$ cat src/rtl/vga_pkg.sv
// rtl/vga_pkg.sv - shared VGA timing defaults and colour field layout
package vga_pkg;

  localparam int COORD_W = 10;

  localparam int DEF_H_ACTIVE = 640;
  localparam int DEF_H_FP     = 16;
  localparam int DEF_H_SYNC   = 96;
  localparam int DEF_H_BP     = 48;
  localparam int DEF_V_ACTIVE = 480;
  localparam int DEF_V_FP     = 10;
  localparam int DEF_V_SYNC   = 2;
  localparam int DEF_V_BP     = 33;

  localparam int RED_HI = 7;
  localparam int RED_LO = 5;
  localparam int GRN_HI = 4;
  localparam int GRN_LO = 2;
  localparam int BLU_HI = 1;
  localparam int BLU_LO = 0;

  // RRRGGGBB -> 24-bit {red, green, blue} by repeating each field's bits
  function automatic logic [23:0] expand_rgb(input logic [7:0] c);
    logic [7:0] r, g, b;
    r = {c[RED_HI:RED_LO], c[RED_HI:RED_LO], c[RED_HI:RED_HI-1]};
    g = {c[GRN_HI:GRN_LO], c[GRN_HI:GRN_LO], c[GRN_HI:GRN_HI-1]};
    b = {c[BLU_HI:BLU_LO], c[BLU_HI:BLU_LO], c[BLU_HI:BLU_LO], c[BLU_HI:BLU_LO]};
    return {r, g, b};
  endfunction

endpackage

$ cat src/rtl/vga_scan_engine_if.sv
// rtl/vga_scan_engine_if.sv - pixel request and DAC-side signal bundle
interface vga_scan_engine_if;
  import vga_pkg::*;

  logic [7:0]         color_in;
  logic [COORD_W-1:0] next_x;
  logic [COORD_W-1:0] next_y;
  logic               hsync;
  logic               vsync;
  logic [7:0]         red;
  logic [7:0]         green;
  logic [7:0]         blue;
  logic               sync;
  logic               clk;
  logic               blank;
  logic               frame_start;

  modport master (
    input  color_in,
    output next_x, next_y, hsync, vsync, red, green, blue, sync, clk, blank, frame_start
  );

  modport slave (
    output color_in,
    input  next_x, next_y, hsync, vsync, red, green, blue, sync, clk, blank, frame_start
  );

endinterface

$ cat src/rtl/vga_axis_counter.sv
// rtl/vga_axis_counter.sv - wrapping scan counter; wrap flags the enabled step from TOTAL-1 to 0
module vga_axis_counter #(
  parameter int TOTAL = 800,
  parameter int WIDTH = 10
) (
  input  logic             clock,
  input  logic             rev_reset,
  input  logic             en,
  output logic [WIDTH-1:0] count,
  output logic             wrap
);

  localparam logic [WIDTH-1:0] LAST = WIDTH'(TOTAL - 1);

  assign wrap = en && (count == LAST);

  always_ff @(posedge clock or negedge rev_reset) begin
    if (!rev_reset) begin
      count <= '0;
    end else if (en) begin
      count <= wrap ? '0 : count + 1'b1;
    end
  end

endmodule

$ cat src/rtl/vga_scan_engine.sv
// rtl/vga_scan_engine.sv - VGA raster timing, colour expansion and sync generation
module vga_scan_engine
  import vga_pkg::*;
#(
  parameter int H_ACTIVE = DEF_H_ACTIVE,
  parameter int H_FP     = DEF_H_FP,
  parameter int H_SYNC   = DEF_H_SYNC,
  parameter int H_BP     = DEF_H_BP,
  parameter int V_ACTIVE = DEF_V_ACTIVE,
  parameter int V_FP     = DEF_V_FP,
  parameter int V_SYNC   = DEF_V_SYNC,
  parameter int V_BP     = DEF_V_BP
) (
  input logic               clock,
  input logic               rev_reset,
  vga_scan_engine_if.master bus
);

  localparam int H_TOTAL = H_ACTIVE + H_FP + H_SYNC + H_BP;
  localparam int V_TOTAL = V_ACTIVE + V_FP + V_SYNC + V_BP;

  localparam logic [COORD_W-1:0] H_ACT   = COORD_W'(H_ACTIVE);
  localparam logic [COORD_W-1:0] HS_BEG  = COORD_W'(H_ACTIVE + H_FP);
  localparam logic [COORD_W-1:0] HS_END  = COORD_W'(H_ACTIVE + H_FP + H_SYNC);
  localparam logic [COORD_W-1:0] V_ACT   = COORD_W'(V_ACTIVE);
  localparam logic [COORD_W-1:0] VS_BEG  = COORD_W'(V_ACTIVE + V_FP);
  localparam logic [COORD_W-1:0] VS_END  = COORD_W'(V_ACTIVE + V_FP + V_SYNC);

  logic               pix_en;
  logic [COORD_W-1:0] h_cnt, v_cnt;
  logic               h_wrap, v_wrap;
  logic               active, hs, vs;
  logic [7:0]         color_q;
  logic               active_q, hs_q, vs_q, frame_q;
  logic [23:0]        rgb;

  // Pixel clock is the system clock divided by two; pix_en doubles as the DAC clock.
  always_ff @(posedge clock or negedge rev_reset) begin
    if (!rev_reset) pix_en <= 1'b0;
    else            pix_en <= ~pix_en;
  end

  vga_axis_counter #(.TOTAL(H_TOTAL), .WIDTH(COORD_W)) u_h_cnt (
    .clock(clock), .rev_reset(rev_reset), .en(pix_en), .count(h_cnt), .wrap(h_wrap)
  );

  vga_axis_counter #(.TOTAL(V_TOTAL), .WIDTH(COORD_W)) u_v_cnt (
    .clock(clock), .rev_reset(rev_reset), .en(h_wrap), .count(v_cnt), .wrap(v_wrap)
  );

  always_comb begin
    active = (h_cnt < H_ACT) && (v_cnt < V_ACT);
    hs     = (h_cnt >= HS_BEG) && (h_cnt < HS_END);
    vs     = (v_cnt >= VS_BEG) && (v_cnt < VS_END);
  end

  // Colour, blank and syncs share one register stage so they stay aligned at the DAC.
  always_ff @(posedge clock or negedge rev_reset) begin
    if (!rev_reset) begin
      color_q  <= '0;
      active_q <= 1'b0;
      hs_q     <= 1'b0;
      vs_q     <= 1'b0;
      frame_q  <= 1'b0;
    end else begin
      frame_q <= v_wrap;
      if (pix_en) begin
        color_q  <= bus.color_in;
        active_q <= active;
        hs_q     <= hs;
        vs_q     <= vs;
      end
    end
  end

  assign rgb = active_q ? expand_rgb(color_q) : 24'd0;

  assign bus.next_x      = h_cnt;
  assign bus.next_y      = v_cnt;
  assign bus.red         = rgb[23:16];
  assign bus.green       = rgb[15:8];
  assign bus.blue        = rgb[7:0];
  assign bus.blank       = active_q;
  assign bus.hsync       = ~hs_q;
  assign bus.vsync       = ~vs_q;
  assign bus.sync        = 1'b0;
  assign bus.clk         = pix_en;
  assign bus.frame_start = frame_q;

endmodule

$ cat src/flat_wrapper.sv
// flat-port wrapper written by rule: the top's interface ports become plain ports
module vga_scan_engine_flat import vga_pkg::*;
#(
  parameter int H_ACTIVE = DEF_H_ACTIVE,
  parameter int H_FP     = DEF_H_FP,
  parameter int H_SYNC   = DEF_H_SYNC,
  parameter int H_BP     = DEF_H_BP,
  parameter int V_ACTIVE = DEF_V_ACTIVE,
  parameter int V_FP     = DEF_V_FP,
  parameter int V_SYNC   = DEF_V_SYNC,
  parameter int V_BP     = DEF_V_BP
)
  (clock, rev_reset, bus_color_in, bus_next_x, bus_next_y, bus_hsync, bus_vsync, bus_red, bus_green, bus_blue, bus_sync, bus_clk, bus_blank, bus_frame_start);
  vga_scan_engine_if bus_i ();
  input logic clock;
  input logic rev_reset;
  input wire logic [$bits(bus_i.color_in)-1:0] bus_color_in;
  output wire logic [$bits(bus_i.next_x)-1:0] bus_next_x;
  output wire logic [$bits(bus_i.next_y)-1:0] bus_next_y;
  output wire logic [$bits(bus_i.hsync)-1:0] bus_hsync;
  output wire logic [$bits(bus_i.vsync)-1:0] bus_vsync;
  output wire logic [$bits(bus_i.red)-1:0] bus_red;
  output wire logic [$bits(bus_i.green)-1:0] bus_green;
  output wire logic [$bits(bus_i.blue)-1:0] bus_blue;
  output wire logic [$bits(bus_i.sync)-1:0] bus_sync;
  output wire logic [$bits(bus_i.clk)-1:0] bus_clk;
  output wire logic [$bits(bus_i.blank)-1:0] bus_blank;
  output wire logic [$bits(bus_i.frame_start)-1:0] bus_frame_start;
  assign bus_i.color_in = bus_color_in;
  assign bus_next_x = bus_i.next_x;
  assign bus_next_y = bus_i.next_y;
  assign bus_hsync = bus_i.hsync;
  assign bus_vsync = bus_i.vsync;
  assign bus_red = bus_i.red;
  assign bus_green = bus_i.green;
  assign bus_blue = bus_i.blue;
  assign bus_sync = bus_i.sync;
  assign bus_clk = bus_i.clk;
  assign bus_blank = bus_i.blank;
  assign bus_frame_start = bus_i.frame_start;
  vga_scan_engine #(.H_ACTIVE(H_ACTIVE), .H_FP(H_FP), .H_SYNC(H_SYNC), .H_BP(H_BP), .V_ACTIVE(V_ACTIVE), .V_FP(V_FP), .V_SYNC(V_SYNC), .V_BP(V_BP)) u_core (.clock(clock), .rev_reset(rev_reset), .bus(bus_i));
endmodule
$ cat config.mk
export PLATFORM = sky130hd
export DESIGN_NAME = vga_scan_engine_flat
export DESIGN_NICKNAME = d
export VERILOG_FILES = /design/src/rtl/vga_pkg.sv /design/src/rtl/vga_scan_engine_if.sv /design/src/rtl/vga_axis_counter.sv /design/src/rtl/vga_scan_engine.sv /design/src/flat_wrapper.sv
export SDC_FILE = /design/constraint.sdc
export NUM_CORES = 1
export LEC_CHECK = 0
export BUFFER_PORTS_ARGS = -buffer_cell sky130_fd_sc_hd__buf_2
export CAP_MARGIN = 20
export CORE_MARGIN = 2
export CORE_UTILIZATION = 35
export CTS_BUF_LIST = sky130_fd_sc_hd__clkbuf_16
export CTS_CLUSTER_SIZE = 30
export DETAILED_ROUTE_END_ITERATION = 7
export HOLD_SLACK_MARGIN = 0.05
export PLACE_DENSITY = 0.64
export RECOVER_POWER = 25
export SKIP_LAST_GASP = 1
export SYNTH_ARGS = -nofsm -noshare
export SYNTH_HDL_FRONTEND = slang
export SYNTH_SLANG_ARGS = --single-unit
$ cat constraint.sdc
create_clock -name clock -period 2.3 [get_ports clock]
set_input_delay 0.575 -clock clock [delete_from_list [all_inputs] [get_ports clock]]
set_output_delay 0.575 -clock clock [all_outputs]
set_load 0.03 [all_outputs]
==> results.txt, run 1 <==
* Run status: finished with violations
- Violations in the final reports: max-capacitance violations, max-slew violations
- Proportion of layout cells with a drive suffix above 1: 0.365
* Overall power consumption: 1.31 mW
- For this configuration, the core starts out at a cell density of 0.366.
- Of the total synthesized cell area, the portion taken by full adders, half adders and majority gates is 0.0288.
* Layout Skew: 0.00465 ns
- For this design the ratio of total power to cell area is 621 nW/um2.
* Endpoints failing setup: 0
- The first global-routing pass estimated 5060 um of wire.
- Highest ir drop seen on vdd: 0.000273 V
- The tightest min-delay check is of the flop to flop type.
* Min Tclk post-route: 2.00 ns
- Number of distinct library cells after synthesis: 38
- Half-perimeter wire length after placement: 2430 um
* Number of synthesized flops with an enable pin: 0
- Clock tree synthesis inserted a total of 5 buffers.
- Period Utilization, post-route: 0.869
- Dividing the detail-routed wire length by the instance count gives 12.2 um.
- Of the total synthesized cell area, the portion taken by AND, OR, NAND and NOR gates is 0.210.
- Of all nets on the critical path, the largest fanout is 9.
* Total of warnings raised by yosys: 0
- STA puts the critical path data arrival time at 2.16 ns.
- After clock tree synthesis, the clock-pin slew on the worst setup and hold paths is 0.05 ns.
- The number of antenna violations at the first check in global routing was 0.
* Area growth syn-to-layout: 21.1%
- Core Footprint: 4750 um2
- dfrtp_1 takes more of the synthesized area than any other cell.
- For the worst setup path, the data required time is 2.46 ns.
- Wires add up to 3390 um.
* Number of maximum-capacitance constraint violations: 1
- DRC violation count after routing: 0
- Combinational Power Share: 0.076
- Net switching power: 0.301 mW
- For this block, the via count after detailed routing is 1301.
* Num Clock Sinks: 33
- Measured against its own limit, the worst slew margin works out to -0.142.
- Synthesis produced a netlist with a net count of 179.
- Die Width: 74.5 um
* Standby leakage power: 1.06 nW
- Sort of element at the end of the critical path: flop
- The worst setup path is launched from a flop.
- The worst setup path is of the flop to flop kind.
- Of the total synthesized cell area, the portion taken by XOR and XNOR cells is 0.0504.
- Post-synth design cell area: 1740 um2
* Full die area: 5550 um2
- Flop and latch count out of synthesis: 33
* Sequential cell area fraction in the yosys report: 0.475
- Derived from the worst setup path, the maximum achievable clock frequency is 0.500 GHz.
- Commonest register cell after synthesis: dfrtp_1
* Post-CTS Hold Buffers: 0
- Post-detailed-route count of antenna-violating nets: 0
* First-pass iteration count of the detailed router: 4
* Post-cts repair resize count: 0
- Most common library cell in the layout ignoring fill and taps: buf_2
- Setup slack after layout: 0.301 ns
- Number of max-slew violations in the final report: 34
- Gp weighted congestion: 0.779
* Maximum number of pins on one net before global-route repair: 34
* Antenna fix cells: 0
- Sum of overflow across all layers after global routing: 0
* Post-detailed-route via-to-cell ratio: 4.68
- Maximum buffer depth of the clock tree: 2
- Worst skew pair latency: 0.27 ns
- Die extent in y: 74.5 um
- H-tree levels: 2
- Actual transition at the worst max-transition pin: 1.71 ns
- Post-CTS timing repair inserted 0 buffers for setup.
- Switching share of power: 0.230
* Clk pwr share: 0.472
- TritonCTS built the clock tree.
- A synthesized cell averages 10.5 um2.
* Proportion of power drawn by flip-flops and latches: 0.452
* Number of nets at the end of the flow: 224
- Internal portion of total power: 1.01 mW
* Vias in the first global route: 1064
- Most used cells in the layout excluding fill and tap cells: buf_2 (57), dfrtp_1 (33), nor2_1 (10)
- Main combinational cell family by area after synthesis: simple AND/OR/NAND/NOR gates
- Site row count: 25
- Number of buffers added on ports: 58
- Drt first-iter violations: 65
* Setup Slack @ Placement: 0.280 ns
- Post-synthesis async set-or-reset flop share: 1.00
* Count of final hold-check violations: 0
- The tree is rooted in a clkbuf_16.
- Aggregate negative setup slack: 0 ns
- Measured against the total synthesized area, the mux share comes to 0.0662.
- Area contributors post-synth: dfrtp_1 (47%), buf_4 (7.3%), mux2_2 (5.2%), and2_1 (2.9%), ha_1 (2.9%)
* Unrepaired setup endpoints after global routing: false
- In this run the count of I/O pins placed on the die edge is 60.
- Across every metal layer, demand over resource in global routing totals 0.121.
- Fill cells in the final layout number 486.
- Of the post-synthesis cell area, the dominant cell type holds 0.475.
- The cell count after synthesis came out at 165.
- Complex-gate fraction of the synthesized area: 0.0633
logic make-up after synthesis:
family	count (synthesis)
xor+xnor	10
compound gates	17
flops	33
fa+ha+maj	4
other cells	1
mux	10
buf+inv	29
simple gates	61
power groups by stage:
stage	clock, mW	sequential (mW)	combinational, mW
floorplan	0	0.600	0.0843
global placement	0	0.601	0.102
detailed placement	0	0.601	0.102
CTS	0.642	0.591	0.102
global route	0.664	0.591	0.109
finish	0.618	0.591	0.0998
final timing paths:
| kind | from | endpoint | slack, ns | cells after the start |
|---|---|---|---|---|
| setup / recovery | u_core.u_h_cnt.count[0]$_DFFE_PN0P_ | u_core.u_v_cnt.count[4]$_DFFE_PN0N_ | 0.30 | 5 |
| hold / removal | u_core.color_q[1]$_DFFE_PN0P_ | u_core.color_q[1]$_DFFE_PN0P_ | 0.49 | 1 |
| setup reg to reg | u_core.u_h_cnt.count[0]$_DFFE_PN0P_ | u_core.u_v_cnt.count[4]$_DFFE_PN0N_ | 0.30 | 5 |
| hold reg to reg | u_core.color_q[1]$_DFFE_PN0P_ | u_core.color_q[1]$_DFFE_PN0P_ | 0.49 | 1 |
| max in group asynchronous | rev_reset | u_core.u_h_cnt.count[5]$_DFFE_PN0P_ | 0.56 | 1 |
| min in group asynchronous | rev_reset | u_core.color_q[6]$_DFFE_PN0P_ | 0.75 | 1 |
cell type report:
class | count | area (um2) | area share
clock buffers | 5 | 125 | 0.0594
clock inverters | 3 | 12.5 | 0.00594
inverters | 8 | 30.0 | 0.0143
multi-input cells | 103 | 732 | 0.348
flip-flops and latches | 33 | 826 | 0.392
well taps | 67 | 83.8 | 0.0398
repair buffers | 59 | 297 | 0.141
synthesized netlist by cell type, types with 2 or more instances:
cell type / n
nand4_1: 6
mux2_2: 8
nor3_1: 6
xnor2_1: 5
buf_4: 17
nor2b_1: 3
nor2_1: 10
o21ai_0: 8
and3_1: 3
xor2_1: 5
ha_1: 4
a21oi_1: 2
inv_1: 8
and4_1: 2
nand2_1: 9
a22o_1: 3
and2_1: 8
dfrtp_1: 33
nand3_1: 6
through the flow:
stage	util	instance area (um2)	hold slack (ns)	std cells
after floorplan	-	1740	0.279	165
after global placement	0.414	1970	0.481	270
after detailed placement	0.414	1970	0.487	270
after CTS	0.443	2110	0.389	278
after global routing	0.443	2110	0.505	278
final	0.443	2110	0.491	278
routing by layer:
metal  vias up  GRT usage  routed length (um)
li1        649          -                   -
met1       590      0.165                1620
met2        56      0.174                1410
met3         6     0.0420                 292
met4         0     0.0536                  57
met5         -          0                   0
critical path, cell delays in order, from the launching register on:
cell,delay (ns)
dfrtp_1,0.42
ha_1,0.29
and4bb_4,0.30
and4b_1,0.39
and2_4,0.21
mux2_4,0.28
flip-flops by register name, indices dropped and copies added (netlist names):
| register | cells |
|---|---|
| u_core.bus.blank | 1 |
| u_core.bus.clk | 1 |
| u_core.bus.frame_start | 1 |
| u_core.color_q | 8 |
| u_core.hs_q | 1 |
| u_core.u_h_cnt.count | 10 |
| u_core.u_v_cnt.count | 10 |
| u_core.vs_q | 1 |
(Power assumes the default switching activity.)
==> run 2: changes to the inputs <==
--- a/config.mk
+++ b/config.mk
@@ -5,15 +5,16 @@
 export SDC_FILE = /design/constraint.sdc
 export NUM_CORES = 1
 export LEC_CHECK = 0
+export ABC_CLOCK_PERIOD_IN_PS = 2300
 export BUFFER_PORTS_ARGS = -buffer_cell sky130_fd_sc_hd__buf_2
 export CAP_MARGIN = 20
 export CORE_MARGIN = 2
-export CORE_UTILIZATION = 35
+export CORE_UTILIZATION = 40
 export CTS_BUF_LIST = sky130_fd_sc_hd__clkbuf_16
 export CTS_CLUSTER_SIZE = 30
 export DETAILED_ROUTE_END_ITERATION = 7
 export HOLD_SLACK_MARGIN = 0.05
-export PLACE_DENSITY = 0.64
+export PLACE_DENSITY = 0.71
 export RECOVER_POWER = 25
 export SKIP_LAST_GASP = 1
 export SYNTH_ARGS = -nofsm -noshare
==> results.txt, run 2 (synthesis results as in run 1) <==
- Wire length of the first global-routing pass: 6080 um
- The final route contains 1311 vias.
* Aggregate negative setup slack: 0 ns
* Total global-route track usage: 0.154
- The number of antenna violations at the first check in global routing was 0.
* Count of final hold-check violations: 0
- Clock edge transition at the registers on the reported setup and hold paths: 0.05 ns
- The worst setup path is of the flop to flop kind.
- Layout Skew: 0.00284 ns
- Actual transition at the worst max-transition pin: 0.713 ns
- The number of global-route vias before repair came to 1313.
- Post-CTS Repair Setup Buffers: 0
- In the final routed layout, each cell accounts on average for 13.3 um.
* Worst skew pair latency: 0.27 ns
- Summing all flip-flop and latch instances after layout gives 826 um2.
- Routability-driven placement finished with a final weighted congestion of 0.805.
- The longest clock path from root to sink contains 2 buffers.
- The final layout contains 225 nets.
- First-pass iteration count of the detailed router: 4
- Cell area after layout: 2120 um2
- Multi-input gate area: 732 um2
- Setup repair after global routing left no endpoint under its margin.
- Using the TritonRoute via totals, the vias-per-cell ratio works out to 5.00.
- The floorplan step defined a die boundary enclosing 4890 um2.
- Critical Path AT: 1.95 ns
- In the layout the commonest cells are buf_2 (58), dfrtp_1 (33), nor2_1 (10).
- Hold Path Class: input port to asynchronous set/reset pin
- Relative slew slack: 0.525
* Largest registers: u_core.u_h_cnt.count x10, u_core.u_v_cnt.count x10, u_core.color_q x8
- Reg-to-reg setup timing slack: 0.50 ns
- The number of antenna diodes in the final layout is 0.
* Area growth syn-to-layout: 21.8%
- Counting the fill cells in the layout gives 387.
* Most common library cell in the layout ignoring fill and taps: buf_2
- The floorplan has 23 rows.
- TritonCTS built the clock tree.
- In this run, post-CTS hold repair placed 0 buffers.
* Number of maximum-capacitance constraint violations: 0
- Wires add up to 3490 um.
- In this run the power density over the cells is 669 nW/um2.
- Summed over all cells, the static leakage comes to 1.08 nW.
- Crit path required time: 2.45 ns
- Highest ir drop seen on vdd: 0.000314 V
- In the final layout, the share of cells above drive strength 1 is 0.373.
* Number of buffers added on ports: 58
- Min Tclk post-route: 1.80 ns
- The count of nets left with antenna violations once routing finished came out at 0.
* Post-cts repair resize count: 0
- Placed inst area: 1960 um2
* Die extent in y: 69.9 um
* Period Utilization, post-route: 0.784
- Drt first-iter violations: 46
* Half-perimeter wire length after placement: 2490 um
* I/O pin cnt: 60
- Die Width: 69.9 um
- Run status: finished, final reports clean
- The clock net in this run drives a total of 33 sinks.
- Initial standard-cell utilization of the core: 0.426
* Critical path peak fanout: 6
- Maximum number of pins on one net before global-route repair: 34
- Buffer type at the clock tree root: clkbuf_16
- The core region is 4090 um2.
- The final max-slew violation count was 0.
* Sort of element at the end of the critical path: flop
- DRC violation count after routing: 0
- TritonCTS created 5 clock buffers.
* H-tree levels: 2
- Setup violations remaining at the end of the flow were counted as 0.
* Post-route worst hold slack: 0.357 ns
- The total overflow left after global routing is 0.
* Kind of start point of the critical path: flop
- Max frequency: 0.554 GHz
## run 2: cell types whose count changed in the layout (fill, tap and decap cells not counted)
| cell | change |
|---|---|
| inv_1 | +1 |
| clkinv_1 | -1 |
| clkinv_2 | -1 |
| bufinv_16 | +1 |
| clkbuf_1 | -1 |
| buf_4 | +1 |
| buf_2 | +1 |
## run 2: per-layer routing
metal  part of all wire  routed length (um)  track usage
met2               0.49                1720        0.277
met3              0.073                 253       0.0390
met5                  0                   0            0
met1               0.42                1460        0.178
met4              0.014                  49       0.0513
## run 2: worst max-delay path: stages, from the launching register on
cell and delay (ns):
dfrtp_1 0.40, ha_1 0.28, and4bb_4 0.29, and4b_1 0.27, buf_4 0.16, nand4_1 0.12, xnor2_1 0.16
## run 2: final timing paths
check | cells past startpoint | startpoint | to
min in group clock | 1 | u_core.color_q[6]$_DFFE_PN0P_ | u_core.color_q[6]$_DFFE_PN0P_
max | 6 | u_core.u_h_cnt.count[0]$_DFFE_PN0P_ | u_core.u_v_cnt.count[8]$_DFFE_PN0N_
max in group asynchronous | 1 | rev_reset | u_core.color_q[1]$_DFFE_PN0P_
max reg2reg | 6 | u_core.u_h_cnt.count[0]$_DFFE_PN0P_ | u_core.u_v_cnt.count[8]$_DFFE_PN0N_
min reg2reg | 1 | u_core.color_q[6]$_DFFE_PN0P_ | u_core.color_q[6]$_DFFE_PN0P_
min | 1 | rev_reset | u_core.u_v_cnt.count[1]$_DFFE_PN0N_
## run 2: layout make-up
cell class | instances | area share
Sequential cell | 33 | 0.390
Multi-Input combinational cell | 103 | 0.346
Timing Repair Buffer | 60 | 0.144
Clock buffer | 5 | 0.0591
Tap cell | 50 | 0.0295
Clock inverter | 3 | 0.0177
Inverter | 8 | 0.0142
## run 2: through the flow
step | power [mW] | utilization | setup slack [ns] | cells
3_3_place_gp | 0.702 | 0.479 | 0.535 | 254
4_1_cts | 1.44 | 0.518 | 0.492 | 262
5_1_grt | 1.47 | 0.518 | 0.366 | 262
6_report | 1.42 | 0.518 | 0.496 | 262
3_5_place_dp | 0.703 | 0.479 | 0.501 | 254
2_1_floorplan | 0.685 | - | 0.332 | 165
## run 2: report_power, final
part	switching [mW]	internal [mW]	total, mW
Combinational	0.0714	0.0286	0.100
Clock	0.223	0.502	0.726
Sequential	0.00283	0.589	0.591
